<file path="src/rtl/sdram_port_arbiter.sv">
// Two-requester round-robin arbiter in front of an SDRAM controller. A tag FIFO
// records which requester issued each accepted read so returns can be steered back.
module sdram_port_arbiter #(
  parameter int ADDR_W   = 24,
  parameter int DATA_W   = 16,
  parameter int MAX_PEND = 4
) (
  input  logic              clk_clk,
  input  logic              reset_reset,
  input  logic [ADDR_W-1:0] r0_address,
  input  logic              r0_read,
  input  logic              r0_write,
  input  logic [DATA_W-1:0] r0_writedata,
  output logic              r0_waitrequest,
  output logic [DATA_W-1:0] r0_readdata,
  output logic              r0_readdatavalid,
  input  logic [ADDR_W-1:0] r1_address,
  input  logic              r1_read,
  input  logic              r1_write,
  input  logic [DATA_W-1:0] r1_writedata,
  output logic              r1_waitrequest,
  output logic [DATA_W-1:0] r1_readdata,
  output logic              r1_readdatavalid,
  output logic [ADDR_W-1:0] m_address,
  output logic              m_read,
  output logic              m_write,
  output logic [DATA_W-1:0] m_writedata,
  input  logic              m_waitrequest,
  input  logic [DATA_W-1:0] m_readdata,
  input  logic              m_readdatavalid,
  output logic              err_unexpected
);
  localparam int PW = $clog2(MAX_PEND);
  localparam int CW = PW + 1;

  typedef enum logic {IDLE = 1'b0, BUSY = 1'b1} state_t;

  state_t              state_q;
  logic                grant_q;
  logic                last_grant_q;
  logic                err_q;
  logic [MAX_PEND-1:0] tag_q, tag_d;
  logic [PW-1:0]       wr_ptr_q, wr_ptr_d;
  logic [PW-1:0]       rd_ptr_q, rd_ptr_d;
  logic [CW-1:0]       count_q, count_d;

  logic not_full_s, elig0_s, elig1_s;
  logic accept_s, push_s, pop_s, head_s;

  assign not_full_s = (count_q < CW'(MAX_PEND));
  assign elig0_s    = r0_write | (r0_read & not_full_s);
  assign elig1_s    = r1_write | (r1_read & not_full_s);

  // Command path: the granted requester is forwarded only while BUSY.
  always_comb begin
    m_address   = {ADDR_W{1'b0}};
    m_read      = 1'b0;
    m_write     = 1'b0;
    m_writedata = {DATA_W{1'b0}};
    if (state_q == BUSY) begin
      if (grant_q) begin
        m_address   = r1_address;
        m_read      = r1_read;
        m_write     = r1_write;
        m_writedata = r1_writedata;
      end else begin
        m_address   = r0_address;
        m_read      = r0_read;
        m_write     = r0_write;
        m_writedata = r0_writedata;
      end
    end else begin
      m_address   = {ADDR_W{1'b0}};
      m_read      = 1'b0;
      m_write     = 1'b0;
      m_writedata = {DATA_W{1'b0}};
    end
  end

  assign accept_s       = (state_q == BUSY) & (m_read | m_write) & ~m_waitrequest;
  assign r0_waitrequest = ~(accept_s & ~grant_q);
  assign r1_waitrequest = ~(accept_s & grant_q);

  // A read accepted while full can only come from a protocol violation; it is not tracked.
  assign pop_s  = m_readdatavalid & (count_q != {CW{1'b0}});
  assign push_s = accept_s & m_read & (not_full_s | pop_s);
  assign head_s = tag_q[rd_ptr_q];

  assign r0_readdatavalid = pop_s & ~head_s;
  assign r1_readdatavalid = pop_s & head_s;
  assign r0_readdata      = m_readdata;
  assign r1_readdata      = m_readdata;
  assign err_unexpected   = err_q;

  // Tag FIFO next state; pointers wrap naturally since MAX_PEND is a power of two.
  always_comb begin
    tag_d    = tag_q;
    wr_ptr_d = wr_ptr_q;
    rd_ptr_d = rd_ptr_q;
    count_d  = count_q;
    if (push_s) begin
      tag_d[wr_ptr_q] = grant_q;
      wr_ptr_d        = wr_ptr_q + PW'(1);
    end else begin
      wr_ptr_d = wr_ptr_q;
    end
    if (pop_s) begin
      rd_ptr_d = rd_ptr_q + PW'(1);
    end else begin
      rd_ptr_d = rd_ptr_q;
    end
    case ({push_s, pop_s})
      2'b10:   count_d = count_q + CW'(1);
      2'b01:   count_d = count_q - CW'(1);
      default: count_d = count_q;
    endcase
  end

  // Tag FIFO and sticky error registers.
  always_ff @(posedge clk_clk or posedge reset_reset) begin
    if (reset_reset) begin
      tag_q    <= {MAX_PEND{1'b0}};
      wr_ptr_q <= {PW{1'b0}};
      rd_ptr_q <= {PW{1'b0}};
      count_q  <= {CW{1'b0}};
      err_q    <= 1'b0;
    end else begin
      tag_q    <= tag_d;
      wr_ptr_q <= wr_ptr_d;
      rd_ptr_q <= rd_ptr_d;
      count_q  <= count_d;
      err_q    <= err_q | (m_readdatavalid & (count_q == {CW{1'b0}}));
    end
  end

  // Arbitration FSM; last_grant resets to 1 so r0 wins the first tie.
  always_ff @(posedge clk_clk or posedge reset_reset) begin
    if (reset_reset) begin
      state_q      <= IDLE;
      grant_q      <= 1'b0;
      last_grant_q <= 1'b1;
    end else begin
      case (state_q)
        IDLE: begin
          if (elig0_s | elig1_s) begin
            state_q <= BUSY;
            grant_q <= (elig0_s & elig1_s) ? ~last_grant_q : elig1_s;
          end else begin
            state_q <= IDLE;
          end
        end
        BUSY: begin
          if (accept_s) begin
            state_q      <= IDLE;
            last_grant_q <= grant_q;
          end else if (!m_read && !m_write) begin
            state_q <= IDLE;
          end else begin
            state_q <= BUSY;
          end
        end
        default: state_q <= IDLE;
      endcase
    end
  end

endmodule

</file>
<file path="config.mk">
export PLATFORM = sky130hd
export DESIGN_NAME = sdram_port_arbiter
export DESIGN_NICKNAME = d
export VERILOG_FILES = /design/src/rtl/sdram_port_arbiter.sv
export SDC_FILE = /design/constraint.sdc
export NUM_CORES = 1
export LEC_CHECK = 0
export CORE_ASPECT_RATIO = 1.75
export CORE_MARGIN = 1
export CORE_UTILIZATION = 27
export CTS_BUF_LIST = sky130_fd_sc_hd__clkbuf_8
export CTS_CLUSTER_DIAMETER = 120
export DETAILED_ROUTE_END_ITERATION = 10
export HOLD_SLACK_MARGIN = 0.02
export PLACE_DENSITY = 0.78
export SKIP_CTS_REPAIR_TIMING = 1
export SYNTH_ARGS = -nofsm -noshare
export SYNTH_HDL_FRONTEND = slang
export SYNTH_SLANG_ARGS = --single-unit
</file>
<file path="constraint.sdc">
create_clock -name clk_clk -period 2.2 [get_ports clk_clk]
set_input_delay 0.22 -clock clk_clk [delete_from_list [all_inputs] [get_ports clk_clk]]
set_output_delay 0.22 -clock clk_clk [all_outputs]
set_load 0.1 [all_outputs]
</file>
-- Word-level counts from Yosys, hierarchy flattened
Index checks and enable logic that the tools add are counted.
- reductions and logical operators: 9
- magnitude comparators: 4
- equal/unequal tests: 2
- mux-type cells: 19
- $add $sub $neg: 4
- bitwise gates (word level): 26
- operators with widths (cell ; count):
    two-way mux 24 bit ; 2
    two-way mux 16 bit ; 2
    bitwise AND 1 bit ; 13
    two-way mux 1 bit ; 10
    inverter 1 bit ; 7
    < comparator 2 x 3 -> 1 bit, second input constant ; 2
    OR 1 bit ; 6
    case mux 3 bit (2 select lines) ; 1
    adder 2 x 1 -> 2 bit, second input constant ; 2
    bitwise mux 4 bit ; 1
    AND reduction 2 bit ; 2
    adder 3 x 1 -> 3 bit, second input constant ; 1
    zero test 3 bit ; 1
    < comparator 3 bit, second input constant ; 1
    nonzero test 3 bit ; 1
    subtractor 3 x 1 -> 3 bit, second input constant ; 1
    binary-select mux 1 bit (select 2 bit) ; 1
    demux 1 bit (select 2 bit) ; 1
    == test 2 x 1 -> 1 bit, second input constant ; 1
    == test 2 bit, second input constant ; 1
    >= comparator 2 x 1 -> 1 bit, second input constant ; 1
    logical AND 1 bit ; 2
    zero test 1 bit ; 2
    case mux 1 bit (2 select lines) ; 1
    nonzero test 2 bit ; 1
- output and inout bits: 79
- bits of input ports: 104
- register bits: 15

-- Longest topological paths before layout
- word-level depth: 9
- mapped depth: 10
- gate-level depth less buffers: 9

-- Worst setup path before layout
OpenSTA, ideal clock, no wires.
- path type: reg-to-output
- start point: register state_q
- end point: output port m_address[0]
- data required time: 1.980 ns
- stages on the path, launching flop included: 4
- path slack: -0.201 ns
- path buffers: 2
- arrival time: 2.181 ns
- cell sequence: dfrtp_1 > clkbuf_1 > clkbuf_1 > nor2b_1
- longest elaborated chain between the ends: 1
- RTL lines (what ; RTL line ; RTL):
    start: declaration ; 38 ; state_t state_q;
    start signal: assignment ; 139 ; state_q <= IDLE;
    start signal: assignment ; 146 ; state_q <= BUSY;
    start signal: assignment ; 149 ; state_q <= IDLE;
    two-way mux 24 bit ; 60 ; if (state_q == BUSY) begin
    end: declaration ; 24 ; output logic [ADDR_W-1:0] m_address,
Every way passes these cells.

-- Final worst setup path
- start point: register grant_q
- end point: register count_q[2]
- longest elaborated chain between the ends: 9
- elaborated cells on any way between the ends: 13
- classes of those cells: eq/ne: 2; mux: 5; bitwise: 5; reduce/logical: 1
- RTL lines (what ; RTL line ; RTL):
    start: declaration ; 39 ; logic grant_q;
    start signal: assignment ; 147 ; grant_q <= (elig0_s & elig1_s) ? ~last_grant_q : elig1_s;
    two-way mux 1 bit ; 61 ; if (grant_q) begin
    two-way mux 1 bit ; 60 ;
    OR 1 bit ; 80 ; assign accept_s = (state_q == BUSY) & (m_read | m_write) & ~m_waitrequest;
    bitwise AND 1 bit (2 in a row) ; 80 ;
    bitwise AND 1 bit * (2 in a row) ; 86 ; assign push_s = accept_s & m_read & (not_full_s | pop_s);
    == test 2 x 1 -> 1 bit / == test 2 bit (equally long branches) ; 112 ; case ({push_s, pop_s})
    case mux 3 bit (2 select lines) / nonzero test 2 bit (equally long branches) ; n/a ;
    end signal: assignment ; 125 ; count_q <= {CW{1'b0}};
    end signal: assignment ; 131 ; count_q <= count_d;
    end: declaration ; 45 ; logic [CW-1:0] count_q, count_d;
Every way passes the cells marked *; elsewhere a longest branch is shown, timed or not.
A chain may end at the register's enable or synchronous reset.

==> impl_metrics.csv <==
group,metric,value,unit
clock_network,clk_latency,0.25,ns
synthesis,synth_compound_gate_area_share,3.17,%
global_routing,antenna_found_initial,0,
sta,skew,0.00636,ns
global_routing,grt.total_usage,16.3,%
clock_network,clockBufferDepth,2,
final_layout,multiInputGateArea,0.00121,mm^2
synthesis,synthMuxAreaShare,29.2,%
setup_path,endpoint_kind,"flip-flop",
floorplanning,io_pins,183,
floorplanning,die_h,110,um
sta,setup-violations-final,0,
clock_network,htree_num_levels,1,
hold_path,min_path_type,"in -> async",
floorplanning,dieArea,0.00706,mm^2
synthesis,synth_adder_area_share,4.55,%
setup_path,crit_arrival,2.30,ns
drt,drcViolationCount,0,
synthesis,seq_area_frac_synth,20.8,%
drt,post_drt_wl_per_cell,14.3,um
drt,drtAntennaViolNets,0,
clock_network,clkSinkCount,15,
final_layout,final_cells,387,
global_routing,grt_pass1_wl,8.85,mm
global_routing,grt_overflow,0,
synthesis,synth.distinct_cells,30,
setup_path,cp_max_fo,6,
synthesis,synthSimpleGateAreaFrac,21.2,%
synthesis,yosys.area.top_type,"mux2i_1",
sta,hold_viol_final,0,
sta,worstMarginPinSlew,0.619,ns
sta,max_freq,471,MHz
setup_path,path_cells,"mux2_4 -> and3_4 -> inv_1 -> ha_1 -> inv_1 -> fa_1 -> xor2_1 -> nor2_1 -> xor2_1",
global_routing,grt_pass1_vias,1853,
floorplanning,start_util,28.0,%
synthesis,ys_ff_latch,15,
sta,min_period,2.13,ns
drt,drtPass1Iterations,2,
clock_network,clk_pin_slew,0.06,ns
status,status,"finished clean",
synthesis,synth_top_area_share,23.2,%
placement,dp_cells,383,
setup_path,crit_required,2.37,ns
final_layout,area_growth,101,%
floorplanning,row_count,39,
synthesis,syn_avg_cell_area,9.03,um^2
clock_network,clock-root-buffer,"clkbuf_8",
drt,wl,5.52,mm
sta,maxSlewHeadroom,58.7,%
drt,vias,1750,
placement,dp_hpwl,4.73,mm
clock_network,cts_tree,"built",
placement,gp_congestion,0.839,
synthesis,yosys_warnings,0,
setup_path,critPathKind,"reg -> reg",
synthesis,synth_area_leaders,"mux2i_1, dfrtp_1, nor2b_1",
sta,rsz0062_at_grt,"no",
setup_path,max_stage_delay,0.43,ns
final_layout,nFillCells,568,
synthesis,synth_nets,311,
final_layout,diodes,0,
synthesis,synth_top_family_by_area,"multiplexers",
global_routing,grt_max_degree,48,
synthesis,synth_area,0.00181,mm^2
floorplanning,die_x,64.0,um
drt,routed_via_density,4.52,
setup_path,cp_top_family,"adder cells",
clock_network,cts_buffers,3,
setup_path,critPathSlowestCell,"dfrtp_2",
synthesis,async_flop_share,100,%
floorplanning,core,0.00649,mm^2
sta,post-route-period-util,96.6,%
synthesis,synth_edf_count,0,
final_layout,seq_area,378,um^2
sta,maxSlewViolCount,0,
synthesis,syn_inst,201,
drt,drtIter0Drc,108,
synthesis,synth_flop_cell,"dfrtp_1",
final_layout,drive_above_1_share,37.4,%
final_layout,final_nets,416,
placement,portBuffers,134,
synthesis,synth_xor_area_share,2.90,%
setup_path,critPathLaunchType,"flip-flop",
setup_path,cp_num_buf_inv,2,
job,cap_violations,0,
flip-flops by register name, summed over array words and instances (netlist names):
register and count:
grant_q 1, tag_q 4, err_unexpected 1, wr_ptr_q 2, state_q 1, last_grant_q 1
count_q 3, rd_ptr_q 2
cells in the final DEF (no fill, tap or decap), types with 4 or more instances in the layout:
| cell type | count |
|---|---|
| nand4_1 | 4 |
| inv_1 | 10 |
| ha_1 | 5 |
| nor2b_2 | 41 |
| buf_12 | 46 |
| mux2i_1 | 42 |
| buf_4 | 10 |
| mux2_2 | 5 |
| dfrtp_1 | 13 |
| clkdlybuf4s50_1 | 87 |
| nand2b_1 | 5 |
metrics by stage:
stage / util, % / setup TNS, ns / cell area [um^2] / hold slack [ns] / worst slack, ns
CTS: 56.1 / 0 / 3640 / 0.337 / 0.0615
finish: 56.1 / 0 / 3640 / 0.320 / 0.0748
global placement: 55.4 / -0.00235 / 3600 / 0.441 / -0.00235
detailed placement: 55.4 / -0.0808 / 3600 / 0.441 / -0.0808
global route: 56.1 / 0 / 3640 / 0.379 / 0.0123
floorplan: - / 0 / 1920 / 0.121 / 0.158
Yosys cell counts, drive strengths merged (2+ instances only):
library cell / number
mux2i: 42
nand4: 4
ha: 5
dfrtp: 14
mux2: 7
inv: 10
clkbuf: 6
nor2: 3
nor3: 2
a21oi: 3
and2: 3
buf: 37
xnor2: 3
nor2b: 42
nand2b: 5
xor2: 3
nand2: 2
cells by family (layout without fill, tap and decap cells):
kind of cell / after synthesis / after routing
adder cells (fa/ha/maj): 6 / 6
flip-flops: 15 / 15
multiplexers: 50 / 50
AND/OR/NAND/NOR: 63 / 63
XOR/XNOR: 6 / 6
buffers and inverters: 53 / 157
AO/OA/AOI/OAI: 8 / 8
worst register-to-register path: stages, from the launching register on:
cell	delay [ns]
dfrtp_2	0.43
mux2_4	0.34
and3_4	0.16
inv_1	0.05
ha_1	0.16
inv_1	0.05
fa_1	0.39
xor2_1	0.17
nor2_1	0.12
xor2_1	0.17
final cells by class:
class	instances	area share [%]
Inverter	10	1.03
Clock inverter	1	0.137
Multi-Input combinational cell	133	33.3
Timing Repair Buffer	143	51.3
Tap cell	82	2.82
Clock buffer	3	1.13
Sequential cell	15	10.4
final timing paths:
| path | depth (start not counted) | slack (ns) | from | endpoint |
|---|---|---|---|---|
| setup / recovery | 9 | 0.07 | grant_q | count_q[2] |
| hold / removal | 2 | 0.32 | reset_reset | count_q[1] |
| setup reg to reg | 9 | 0.07 | grant_q | count_q[2] |
| hold reg to reg | 1 | 0.46 | err_unexpected | err_unexpected |
| max in group asynchronous | 2 | 1.46 | reset_reset | grant_q |
| min in group clk_clk | 0 | 0.44 | m_readdata[10] | r0_readdata[10] |
layer usage:
metal	part of all wire, %	wire length, um	GRT usage (%)
met1	29	1610	13.5
met2	60	3290	32.8
met3	5.7	312	2.69
met4	5.5	303	10.8
met5	0	0	0
Power is not shown: default switching activity piles up to over one toggle a cycle in this logic, so the estimate is an artifact.
